--- src/rtl/trace_dots_render.sv ---
// Bird-trace renderer: ring buffer of the last DOTS samples, per-frame snapshot, pixel hit test.
// Optional age-based dimming is built when TRACE_FADE_EN is defined.
module trace_dots_render #(
    parameter int           DOTS            = 8,
    parameter int           DOT_SIZE        = 4,
    parameter logic [7:0]   TRACE_COLOR     = 8'hFF,
    parameter logic [7:0]   TRACE_DIM_COLOR = 8'h92
) (
    input  logic               clk,
    input  logic               reset,
    input  logic               startOfFrame,
    input  logic               sample_valid,
    input  logic signed [10:0] sampleX,
    input  logic signed [10:0] sampleY,
    input  logic               clear,
    input  logic [10:0]        pixelX,
    input  logic [10:0]        pixelY,
    output logic               drawingRequest,
    output logic [7:0]         RGBout,
    output logic [3:0]         dotCount
);

    localparam logic [3:0]        LP_LAST = 4'(DOTS - 1);
    localparam logic [3:0]        LP_FULL = 4'(DOTS);
    localparam logic signed [11:0] LP_EDGE = 12'(DOT_SIZE - 1);

    typedef enum logic [1:0] {EMPTY, FILLING, FULL} state_t;

    state_t             r_state;
    logic [3:0]         r_wr_ptr;
    logic [3:0]         r_count;
    logic [3:0]         r_snap_cnt;
    logic signed [10:0] r_x      [DOTS];
    logic signed [10:0] r_y      [DOTS];
    logic signed [10:0] r_snap_x [DOTS];
    logic signed [10:0] r_snap_y [DOTS];
`ifdef TRACE_FADE_EN
    logic [3:0]         r_snap_wr;
`endif
    logic               r_draw;
    logic [7:0]         r_rgb;

    logic [DOTS-1:0]    w_hit;
    logic               w_any;
    logic               w_bright;
    logic [7:0]         w_color;
    logic signed [11:0] w_px;
    logic signed [11:0] w_py;

    assign w_px = signed'({1'b0, pixelX});
    assign w_py = signed'({1'b0, pixelY});

    always_comb begin
        logic signed [11:0] v_sx;
        logic signed [11:0] v_sy;
`ifdef TRACE_FADE_EN
        int v_age;
        v_age    = 0;
        w_bright = 1'b0;
`else
        w_bright = 1'b1;
`endif
        w_hit = '0;
        v_sx  = '0;
        v_sy  = '0;
        for (int unsigned i = 0; i < DOTS; i++) begin
            v_sx = {r_snap_x[i][10], r_snap_x[i]};
            v_sy = {r_snap_y[i][10], r_snap_y[i]};
            if ((4'(i) < r_snap_cnt) &&
                (w_px >= v_sx) && (w_px <= v_sx + LP_EDGE) &&
                (w_py >= v_sy) && (w_py <= v_sy + LP_EDGE))
                w_hit[i] = 1'b1;
`ifdef TRACE_FADE_EN
            // Any young hit means the youngest hit is young, so bright wins overlaps.
            v_age = (int'(r_snap_wr) + DOTS - 1 - int'(i)) % DOTS;
            if (w_hit[i] && (v_age < DOTS / 2))
                w_bright = 1'b1;
`endif
        end
        w_any   = |w_hit;
        w_color = w_bright ? TRACE_COLOR : TRACE_DIM_COLOR;
    end

    always_ff @(posedge clk or posedge reset) begin
        if (reset) begin
            r_state    <= EMPTY;
            r_wr_ptr   <= '0;
            r_count    <= '0;
            r_snap_cnt <= '0;
`ifdef TRACE_FADE_EN
            r_snap_wr  <= '0;
`endif
            r_draw     <= 1'b0;
            r_rgb      <= '0;
            for (int unsigned i = 0; i < DOTS; i++) begin
                r_x[i]      <= '0;
                r_y[i]      <= '0;
                r_snap_x[i] <= '0;
                r_snap_y[i] <= '0;
            end
        end else begin
            // Snapshot samples the pre-update buffer, so same-cycle writes show next frame.
            if (startOfFrame) begin
                for (int unsigned i = 0; i < DOTS; i++) begin
                    r_snap_x[i] <= r_x[i];
                    r_snap_y[i] <= r_y[i];
                end
                r_snap_cnt <= r_count;
`ifdef TRACE_FADE_EN
                r_snap_wr  <= r_wr_ptr;
`endif
            end

            if (clear) begin
                r_wr_ptr <= '0;
                r_count  <= '0;
                r_state  <= EMPTY;
            end else if (sample_valid) begin
                for (int unsigned i = 0; i < DOTS; i++) begin
                    if (4'(i) == r_wr_ptr) begin
                        r_x[i] <= sampleX;
                        r_y[i] <= sampleY;
                    end
                end
                r_wr_ptr <= (r_wr_ptr == LP_LAST) ? '0 : r_wr_ptr + 4'd1;
                case (r_state)
                    EMPTY: begin
                        r_count <= 4'd1;
                        r_state <= FILLING;
                    end
                    FILLING: begin
                        r_count <= r_count + 4'd1;
                        if (r_count == LP_FULL - 4'd1)
                            r_state <= FULL;
                    end
                    default: begin
                        r_count <= LP_FULL;
                        r_state <= FULL;
                    end
                endcase
            end

            r_draw <= w_any;
            r_rgb  <= w_any ? w_color : '0;
        end
    end

    assign drawingRequest = r_draw;
    assign RGBout         = r_rgb;
    assign dotCount       = r_count;

endmodule

--- config.mk ---
export PLATFORM = sky130hd
export DESIGN_NAME = trace_dots_render
export DESIGN_NICKNAME = d
export VERILOG_FILES = /design/src/rtl/trace_dots_render.sv
export SDC_FILE = /design/constraint.sdc
export NUM_CORES = 1
export LEC_CHECK = 0
export CAP_MARGIN = 5
export CORE_UTILIZATION = 45
export CTS_CLUSTER_SIZE = 12
export DETAILED_ROUTE_END_ITERATION = 6
export PLACE_DENSITY = 0.68
export SYNTH_ARGS = -nofsm -noshare
export SYNTH_HDL_FRONTEND = slang
export SYNTH_SLANG_ARGS = --single-unit
--- constraint.sdc ---
create_clock -name clk -period 45.4 [get_ports clk]
set_input_delay 13.62 -clock clk [delete_from_list [all_inputs] [get_ports clk]]
set_output_delay 13.62 -clock clk [all_outputs]
set_load 0.02 [all_outputs]
==> impl_summary.log <==
INFO  metric run_status = finished clean
INFO  metric worst_setup_path_end_kind = register
INFO  metric timing.final.setup_violations = 0
INFO  metric drcViolationCount = 0
INFO  metric syn_avg_cell_area = 10.1 µm²
INFO  metric worst_skew_pair.late_latency = 590 ps
INFO  metric tightest_slew = 1270 ps
INFO  metric start_kind = input port
INFO  metric power-per-cell-area = 37.4 nW/µm²
INFO  metric die_x_extent = 232 µm
INFO  metric share_of_flip_flops_with_an_asynchronous_set_or_reset = 1.00
INFO  metric fin_worst_skew = 29.8 ps
INFO  metric ctsHoldBuffers = 0
INFO  metric cts_setup_buffers = 0
INFO  metric detailedRoute.firstPassIterationCount = 5
INFO  metric hold_path.class = reg -> reg
INFO  metric clkSinkCount = 367
INFO  metric placementRows = 83
INFO  metric dp_hpwl = 43600 µm
INFO  metric grt_pass1_wl = 103000 µm
INFO  metric synth_area = 23700 µm²
INFO  metric layout.nets = 2823
INFO  metric totalNegativeSetupSlack = 0 ps
INFO  metric io_pins = 62
INFO  metric synth_cells = 2355
INFO  metric dr_total_vias = 18300
INFO  metric slowest_cell_on_the_critical_path = sky130_fd_sc_hd__clkdlybuf4s50_1
INFO  metric syn-num-nets = 2761
INFO  metric count_of_different_cell_masters_after_synthesis = 61
INFO  metric arrival = 16920 ps
INFO  metric holdWs = 463 ps
INFO  metric antenna_found_initial = 5
INFO  metric final_layout_size_suffix_gt1_frac = 0.125
INFO  metric overflow = 0
INFO  metric max_freq = 60.7 MHz
INFO  metric timing_worst_setup_path_type = in -> reg
INFO  metric cts_htree_levels = 2
INFO  metric path_cells = clkdlybuf4s50_1 -> ha_1 -> or3_1 -> a2111oi_0 -> o21ai_0 -> a31oi_1 -> nor4_1 -> a211oi_1 -> nand4b_1
INFO  metric grt_max_degree = 183
INFO  metric initialDrtViolationCount = 1263
INFO  metric diodes = 0
INFO  metric ys_seq_area_frac = 0.387
INFO  metric layout_min_cycle_time = 16480 ps
INFO  metric final-max-slew-violation-count = 0
INFO  metric finalHoldViolations = 0
INFO  metric post_drt_via_cell_ratio = 5.87
INFO  metric maxSlewHeadroom = 0.151
INFO  metric dominantRegCellSynth = sky130_fd_sc_hd__dfrtp_1
INFO  metric cts-buffers-inserted = 43
INFO  metric grt_setup_unrepaired = no
INFO  metric avgRoutedWirePerCell = 20.6 µm
INFO  metric timing.final.crit_share = 0.363
INFO  metric static_power_due_to_leakage = 11.5 nW
INFO  metric drt-total-wl = 64200 µm
INFO  metric port_buffers = 61
INFO  metric synth_enable_flop_cells = 0
INFO  metric cts_resized = 0
INFO  metric tritoncts = yes
INFO  metric timing.critical_path.slowest_cell_delay = 1030 ps
INFO  metric critical_path_peak_fanout = 16
INFO  metric vdd.ir_drop.worst = 0.0236 mV
INFO  metric area_delta_synth_final = 11.6%
INFO  metric die_h = 232 µm
INFO  metric initial_utilization = 0.459
INFO  metric root_buffer = sky130_fd_sc_hd__clkbuf_16
INFO  metric clkTransAtPathRegs = 60 ps
INFO  metric clockBufferDepth = 3
INFO  metric core_area = 51700 µm²
INFO  metric antenna_left = 0
INFO  metric worst_ep_required_time = 45840 ps
INFO  metric vias_in_the_first_global_route = 18700
INFO  metric grt_usage = 0.246
INFO  metric fp.dieArea = 53700 µm²
INFO  metric maxCapViolations = 0
INFO  metric yosysWarnings = 0
INFO  metric gpl.final_weighted_congestion = 0.871
INFO  metric yosys_register_bits = 367
==> stage by stage <==
stage	setup slack [ps]	utilization	instance area, µm²	std cells	total power [mW]
floorplan	21590	-	23700	2355	0.570
global placement	28420	0.485	25100	3052	0.633
detailed placement	28390	0.485	25100	3052	0.647
CTS	28990	0.513	26500	3123	0.998
global route	28810	0.513	26500	3123	1.05
finish	28920	0.513	26500	3123	0.992
==> state kept, by name, indices dropped and copies added, names as in the netlist, 2 cells and up <==
register	count
r_state	2
r_x	88
r_snap_x	88
r_snap_y	88
r_y	88
r_wr_ptr	4
dotCount	4
r_snap_cnt	4
==> cell usage after synthesis (all sizes together) (19+ instances only) <==
cell type | n | area [µm²]
xor2 | 25 | 219
nor4 | 25 | 163
nor2 | 57 | 214
inv | 172 | 646
o21a | 19 | 143
a21oi | 92 | 460
mux2 | 196 | 2210
nor3 | 41 | 215
o211ai | 23 | 173
nand3 | 61 | 305
ha | 357 | 4470
clkbuf | 32 | 120
o21ai | 241 | 1210
nand4 | 54 | 338
buf | 37 | 198
nand2 | 238 | 893
nor2b | 21 | 131
a2111oi | 21 | 209
xnor2 | 120 | 1050
dfrtp | 367 | 9180
==> worst paths after layout <==
check / start / end / slack (ps) / depth (start not counted)
max: pixelY[7] / RGBout[6] / 28920 / 9
min: r_x[83] / r_snap_x[83] / 460 / 2
max reg2reg: r_snap_y[22] / RGBout[6] / 41680 / 14
min reg2reg: r_x[83] / r_snap_x[83] / 460 / 2
max in group asynchronous: reset / r_snap_x[22] / 30070 / 4
min in group asynchronous: reset / r_y[13] / 13510 / 2
==> area by class of cell <==
cell class,count,area (µm²)
sequential,367,9180
multi-input combinational,1747,13600
timing repair buffer,86,816
clock inverter,13,141
inverter,172,653
tap,680,851
clock buffer,58,1260
fill,4636,25200
==> worst max-delay path: cells and delay by family <==
family | cells | cell delay, ps
adder cells (fa/ha/maj) | 1 | 550
AO/OA/AOI/OAI | 4 | 1110
buffers and inverters | 1 | 1030
AND/OR/NAND/NOR | 3 | 610
==> placed cells by master, fill, tap and decap left out, types with 17 or more instances in the layout <==
cell type	n
sky130_fd_sc_hd__buf_4	24
sky130_fd_sc_hd__clkbuf_16	44
sky130_fd_sc_hd__ha_1	357
sky130_fd_sc_hd__nand3_1	61
sky130_fd_sc_hd__nor2_1	57
sky130_fd_sc_hd__a21o_1	18
sky130_fd_sc_hd__o21a_1	19
sky130_fd_sc_hd__o211ai_1	23
sky130_fd_sc_hd__a21oi_1	92
sky130_fd_sc_hd__mux2_2	196
sky130_fd_sc_hd__dfrtp_1	367
sky130_fd_sc_hd__a2111oi_0	17
sky130_fd_sc_hd__xor2_1	25
sky130_fd_sc_hd__xnor2_1	120
sky130_fd_sc_hd__a211oi_1	17
sky130_fd_sc_hd__o21ai_0	238
sky130_fd_sc_hd__nor4_1	24
sky130_fd_sc_hd__nand2_1	238
sky130_fd_sc_hd__nand4_1	54
sky130_fd_sc_hd__nor3_1	39
sky130_fd_sc_hd__o31ai_1	18
sky130_fd_sc_hd__nor2b_1	21
sky130_fd_sc_hd__clkdlybuf4s50_1	60
sky130_fd_sc_hd__inv_1	171
==> per-layer routing <==
layer / share of wire / GRT usage / vias up
met5: 0.00036 / 0 / -
met4: 0.042 / 0.105 / 4
met1: 0.44 / 0.319 / 9095
met3: 0.063 / 0.0497 / 152
li1: - / - / 8585
met2: 0.46 / 0.397 / 506
==> cell families (layout without fill, tap and decap cells) <==
| family | after synthesis | after routing | share of synthesized area |
|---|---|---|---|
| AO/OA/AOI/OAI | 499 | 499 | 0.127 |
| AND/OR/NAND/NOR | 547 | 547 | 0.110 |
| buffers and inverters | 241 | 329 | 0.0406 |
| adder cells (fa/ha/maj) | 357 | 357 | 0.188 |
| multiplexers | 199 | 199 | 0.0942 |
| flip-flops | 367 | 367 | 0.387 |
| XOR/XNOR | 145 | 145 | 0.0535 |
==> power breakdown <==
part	total (mW)	leakage (nW)	internal, mW	switching (mW)
sequential	0.403	4.87	0.370	0.0326
clock	0.347	0.701	0.206	0.141
combinational	0.242	5.94	0.105	0.137
total	0.992	11.5	0.681	0.311
No activity file was read; power rests on OpenSTA's default activity.
